[src/rtl/vm_input_conditioner.sv]
// -----------------------------------------------------------------------------
// vm_input_conditioner
//
// Front-end between the vending-machine panel pins and fsm_top. Each of the
// four raw inputs is passed through a 2-flop synchroniser and a counting
// debouncer. Coin and accept are turned into single-cycle strobes on their
// debounced rising edges; the two reset buttons are passed on as debounced
// levels.
//
// Optional feature macro: COIN_LOCKOUT_EN
//   When defined, every emitted coin strobe starts a LOCKOUT_CYCLES-long
//   lockout during which further debounced coin rising edges are dropped.
//   When undefined, there is no lockout counter and coin_locked is 0.
//
// Parameters:
//   DB_CYCLES      - consecutive disagreeing cycles to accept a level change
//                    (1..65535)
//   LOCKOUT_CYCLES - coin re-trigger lockout length (1..255)
//
// Ports:
//   clk          - clock, all state changes on the rising edge
//   rst          - synchronous active-high reset
//   ena          - block enable; 0 freezes debounce/lockout state and
//                  forces both strobes low
//   raw_in[3:0]  - asynchronous panel inputs: [0] coin, [1] accept,
//                  [2] Moore reset button, [3] Mealy reset button
//   coin_pulse   - one-cycle strobe per debounced coin press (FSM m)
//   accept_pulse - one-cycle strobe per debounced accept press (FSM a)
//   moore_rst    - debounced level of raw_in[2] (FSM btnC)
//   mealy_rst    - debounced level of raw_in[3] (FSM btnD)
//   coin_locked  - high while the coin lockout counter is nonzero
// -----------------------------------------------------------------------------
module vm_input_conditioner #(
    parameter int DB_CYCLES      = 16,
    parameter int LOCKOUT_CYCLES = 8
) (
    input  logic       clk,
    input  logic       rst,
    input  logic       ena,
    input  logic [3:0] raw_in,
    output logic       coin_pulse,
    output logic       accept_pulse,
    output logic       moore_rst,
    output logic       mealy_rst,
    output logic       coin_locked
);

    localparam int            CW       = $clog2(DB_CYCLES) + 1;
    localparam logic [CW-1:0] CNT_LAST = CW'(DB_CYCLES - 1);

    logic [3:0]    s1;
    logic [3:0]    s2;
    logic [3:0]    stable;
    logic [1:0]    stable_d;   // only the two edge-detected channels need history
    logic [CW-1:0] cnt [4];
    logic          coin_rise;
    logic          accept_rise;
    logic          lock_idle;

    // Stage: two-flop synchroniser (keeps sampling even when disabled)
    always_ff @(posedge clk) begin
        if (rst) begin
            s1 <= 4'b0;
            s2 <= 4'b0;
        end else begin
            s1 <= raw_in;
            s2 <= s1;
        end
    end

    // Stage: per-channel debouncer; any agreeing cycle restarts the count
    always_ff @(posedge clk) begin
        if (rst) begin
            stable   <= 4'b0;
            stable_d <= 2'b0;
            for (int i = 0; i < 4; i++) begin
                cnt[i] <= '0;
            end
        end else if (ena) begin
            stable_d <= stable[1:0];
            for (int i = 0; i < 4; i++) begin
                if (s2[i] == stable[i]) begin
                    cnt[i] <= '0;
                end else if (cnt[i] == CNT_LAST) begin
                    stable[i] <= s2[i];
                    cnt[i]    <= '0;
                end else begin
                    cnt[i] <= cnt[i] + CW'(1);
                end
            end
        end
    end

    assign coin_rise   = stable[0] & ~stable_d[0];
    assign accept_rise = stable[1] & ~stable_d[1];

`ifdef COIN_LOCKOUT_EN
    localparam logic [7:0] LOCK_LOAD = 8'(LOCKOUT_CYCLES);

    logic [7:0] lock_cnt;

    // A coin edge is emitted only when idle, so loading here coincides
    // exactly with the coin_pulse register being set.
    always_ff @(posedge clk) begin
        if (rst) begin
            lock_cnt <= 8'd0;
        end else if (ena) begin
            if (coin_rise && lock_cnt == 8'd0) begin
                lock_cnt <= LOCK_LOAD;
            end else if (lock_cnt != 8'd0) begin
                lock_cnt <= lock_cnt - 8'd1;
            end
        end
    end

    assign lock_idle   = (lock_cnt == 8'd0);
    assign coin_locked = ~lock_idle;
`else
    assign lock_idle   = 1'b1;
    assign coin_locked = 1'b0;
`endif

    // Stage: registered edge strobes; rising edges seen while locked are dropped
    always_ff @(posedge clk) begin
        if (rst) begin
            coin_pulse   <= 1'b0;
            accept_pulse <= 1'b0;
        end else if (!ena) begin
            coin_pulse   <= 1'b0;
            accept_pulse <= 1'b0;
        end else begin
            coin_pulse   <= coin_rise & lock_idle;
            accept_pulse <= accept_rise;
        end
    end

    assign moore_rst = stable[2];
    assign mealy_rst = stable[3];

endmodule
[config.mk]
export PLATFORM = sky130hd
export DESIGN_NAME = vm_input_conditioner
export DESIGN_NICKNAME = d
export VERILOG_FILES = /design/src/rtl/vm_input_conditioner.sv
export SDC_FILE = /design/constraint.sdc
export NUM_CORES = 1
export LEC_CHECK = 0
export ABC_AREA = 1
export CORE_MARGIN = 5
export CORE_UTILIZATION = 60
export DETAILED_ROUTE_END_ITERATION = 8
export GPL_TIMING_DRIVEN = 1
export PLACE_DENSITY_LB_ADDON = 0.3
export REMOVE_ABC_BUFFERS = 1
export SETUP_SLACK_MARGIN = 0.02
export SLEW_MARGIN = 30
export SYNTH_ARGS = -nofsm -noshare
export SYNTH_HDL_FRONTEND = slang
export SYNTH_SLANG_ARGS = --single-unit
[constraint.sdc]
create_clock -name clk -period 2.8 [get_ports clk]
set_input_delay 0.56 -clock clk [delete_from_list [all_inputs] [get_ports clk]]
set_output_delay 0.56 -clock clk [all_outputs]
set_load 0.01 [all_outputs]
Word level (Yosys, flattened, before mapping). Memory sizes are Yosys's and may differ from the RTL's. Index checks and enable logic that the tools add are counted.

Register bits: 16. Memories kept: 1. Logic and storage cells: 118. Bits in writable memories: 20. Input bits: 7.

Reductions and logical operators: 5. $add $sub $neg: 4. Muxes and demuxes: 70. Equality and inequality tests: 8. Bitwise operators: 21.

Memory list: cnt (depth 4, width 5, read ports 4, clocked after Yosys merged registers in 0, wr ports 4, line 55) `logic [CW-1:0] cnt [4];`.

Operators with widths (number): two-way mux 5 bit (12); two-way mux 1 bit (58); adder 5 x 1 -> 5 bit (second input constant) (4); equality test 5 x 4 -> 1 bit (second input constant) (4); bitwise OR 1 bit (12); AND reduction 3 bit (4); inverter 1 bit (7); equality test 1 bit (4); AND 1 bit (2); OR reduction 2 bit (1).

Depth between registers and ports, before layout. An unclocked memory read counts as a cell.

Word-level depth: 9. Mapped depth: 7.

Worst setup path before layout. OpenSTA, ideal clock, no wires.

Path kind: input port to flip-flop. From: input port ena. To: memory cnt[0][0] (netlist bit) (enable). Arrival time: 1219 ps. Stages on the path: 3. Library setup time: 377 ps. Data required time: 2423 ps. Path slack: 1204 ps. Cell sequence: clkbuf_8 > inv_1 > nand2_1.

RTL lines: start, declared (line 39) `input logic ena,`; end, declared (line 55).

Worst setup path after layout.
From: register stable[2]. To: output port moore_rst.

RTL lines: start, declared (line 53) `logic [3:0] stable;`; start signal, assigned by index (line 85) `stable[i] <= s2[i];`; end, declared (line 43) `output logic moore_rst,`.

No word-level cell between the ends.

==> results_dict.tcl <==
set metrics [dict create \
    clock_tree.buffer_depth 2 \
    drive_gt1_share_pct 11.58 \
    post_cts_resized 0 \
    finalSetupTns_ns 0 \
    yosys_warnings 0 \
    core-area_mm2 0.002686 \
    crit_buf_inv 1 \
    netlist_top_cells_count "35 x nor2_1, 26 x inv_1, 23 x nand2_1" \
    start_util_pct 60.97 \
    cts_hold_buffers 0 \
    nNetsFinal 204 \
    drc 0 \
    place_ws_ns 0.6099 \
    r2r_cells 7 \
    grt_start_max_net_pins 16 \
    wl_per_cell_um 11.47 \
    hold_path.class "flop to flop" \
    period_needed_ns 1.875 \
    synth_most_common_cell "nor2_1" \
    hpwl_um 1973 \
    final_core_util_pct 68.33 \
    drtAntennaViolNets 0 \
    crit_type "flop to output port" \
    cts_tree "done" \
    grtUsageTotal_pct 15.06 \
    reg2reg_slack_ns 1.25 \
    min_from "s1[3]" \
    yosys-top-cells-area "edfxtp_1 37%, dfxtp_1 20%, nor2_1 8.0%" \
    r2r_end "cnt[3][1]" \
    cts_root_buffer "clkbuf_4" \
    p_leak_nw 0.7422 \
    finalInstanceArea_mm2 0.001836 \
    cts_setup_buffers 0 \
    drv_slew 0 \
    yosysUniqueCellTypes 21 \
    viasPerCell 5.018 \
    instances_no_fill 221 \
    numCtsBuffers 5 \
    antenna_found_initial 0 \
    async_flop_share_pct 0 \
    numClockSinks 36 \
    setup_viol 0 \
    synth_edf_count 20 \
    synth_top_area_share_pct 36.67 \
    postPlaceCellArea_mm2 0.001759 \
    io_pins 12 \
    peakVddDrop_mv 0.5079 \
    p_per_area_mw_per_mm2 546.3 \
    dieArea_mm2 0.003874 \
    grt_first_pass_wirelength_um 4574 \
    diodes 0 \
    yosysTopAreaCell "edfxtp_1" \
    overflow 0 \
    totalWireLength_um 2534 \
    synth_seq_cells 36 \
    place_inst 213 \
    worst_setup_path_end_kind "output port" \
    syn_inst 173 \
    synth_area_mm2 0.001638 \
    yosysSeqAreaShare_pct 56.23 \
    avgSynthCellArea_um2 9.467 \
    max_freq_mhz 533.3 \
    die_w_um 62.25 \
    clk_latency_ns 0.34 \
    rsz0062_at_grt "no" \
    critPathMaxStageDelay_ns 0.57 \
    clk_pin_slew_ns 0.10 \
    crit_family "buffers and inverters" \
    htree_num_levels 2 \
    hold_viol_final 0 \
    hold_slack_ns 0.4130 \
    die_h_um 62.25 \
    clock_skew_ns 0.005862 \
    setup_slack_ns 0.9248 \
    cp_max_fo 4 \
    final.fill_count 221 \
    status "finished, final reports clean" \
    drv_cap 0 \
    via_count 1109 \
    cp-start-kind "flop" \
    r2r-start "cnt[3][0]" \
    place_congestion 0.7207 \
    port_buffers 10 \
    cp_data_arrival_time_ns 1.32 \
    syn_to_final_growth_pct 12.07 \
    dr.pass1.iters 4 \
    drtIter0Drc 43 \
    crit_chain "clkdlybuf4s50_1" \
    power_mw 1.003 \
    slowest_stage "clkdlybuf4s50_1" \
    fin_crit_sh_pct 66.97 \
    required_ns 2.24 \
    grt_pass1_vias 1139 \
    min_path_cells 2 \
    hold_end "s2[3]" \
    row_count 19 \
    synth_ff_type "edfxtp_1" \
]
==> routing by layer <==
layer | GRT usage [%] | share of wire [%]
met2 | 26.55 | 50
met4 | 9.756 | 2.7
met5 | 0 | 0
met1 | 15.78 | 43
met3 | 3.423 | 4.3
==> layout make-up <==
type	count	area [µm²]	area share [%]
Tap cell	31	38.79	2.113
Inverter	27	108.9	5.930
Timing Repair Buffer	12	115.1	6.271
Clock buffer	6	41.29	2.249
Clock inverter	2	35.03	1.909
Sequential cell	36	920.9	50.17
Multi-Input combinational cell	107	575.6	31.36
==> worst max path at each step <==
stage                   start        end  depth (start not counted)
floorplan                 ena  cnt[0][0]                          2
global placement          rst  cnt[3][4]                          4
detailed placement        rst  cnt[3][2]                          4
CTS                 stable[2]  moore_rst                          1
global route        stable[2]  moore_rst                          1
finish              stable[2]  moore_rst                          1
==> layout by cell type, fill, tap and decap left out, types with 2 or more instances in the layout <==
cell type / n
nor2_1: 35
clkdlybuf4s50_1: 10
edfxtp_1: 20
ha_1: 8
inv_1: 26
dfxtp_1: 16
nand2_2: 4
o21ai_0: 6
nor3_1: 2
a21oi_1: 6
nand3_1: 6
clkbuf_4: 5
buf_4: 2
nand2_1: 23
nor2_2: 6
nand4_1: 4
xnor2_1: 4
==> logic make-up after synthesis <==
family	after synthesis	share of synthesized area (%)
other cells	1	0.2290
buf+inv	30	8.632
flops	36	56.23
xor+xnor	4	2.139
simple gates	82	22.99
fa+ha+maj	8	6.112
compound gates	12	3.667
==> sequential cells by signal, summed over array words and instances, names as in the netlist <==
| register | cells |
|---|---|
| s2 | 4 |
| stable | 4 |
| s1 | 4 |
| cnt | 20 |
| coin_pulse | 1 |
| stable_d | 2 |
| accept_pulse | 1 |
==> power by group <==
part / switching [mW] / leakage, nW / internal [mW]
Combinational: 0.0345 / 0.347 / 0.0245
Clock: 0.168 / 0.0422 / 0.187
Sequential: 0.0135 / 0.353 / 0.576
Total: 0.216 / 0.742 / 0.787
Power figures use the tool's default switching activity.
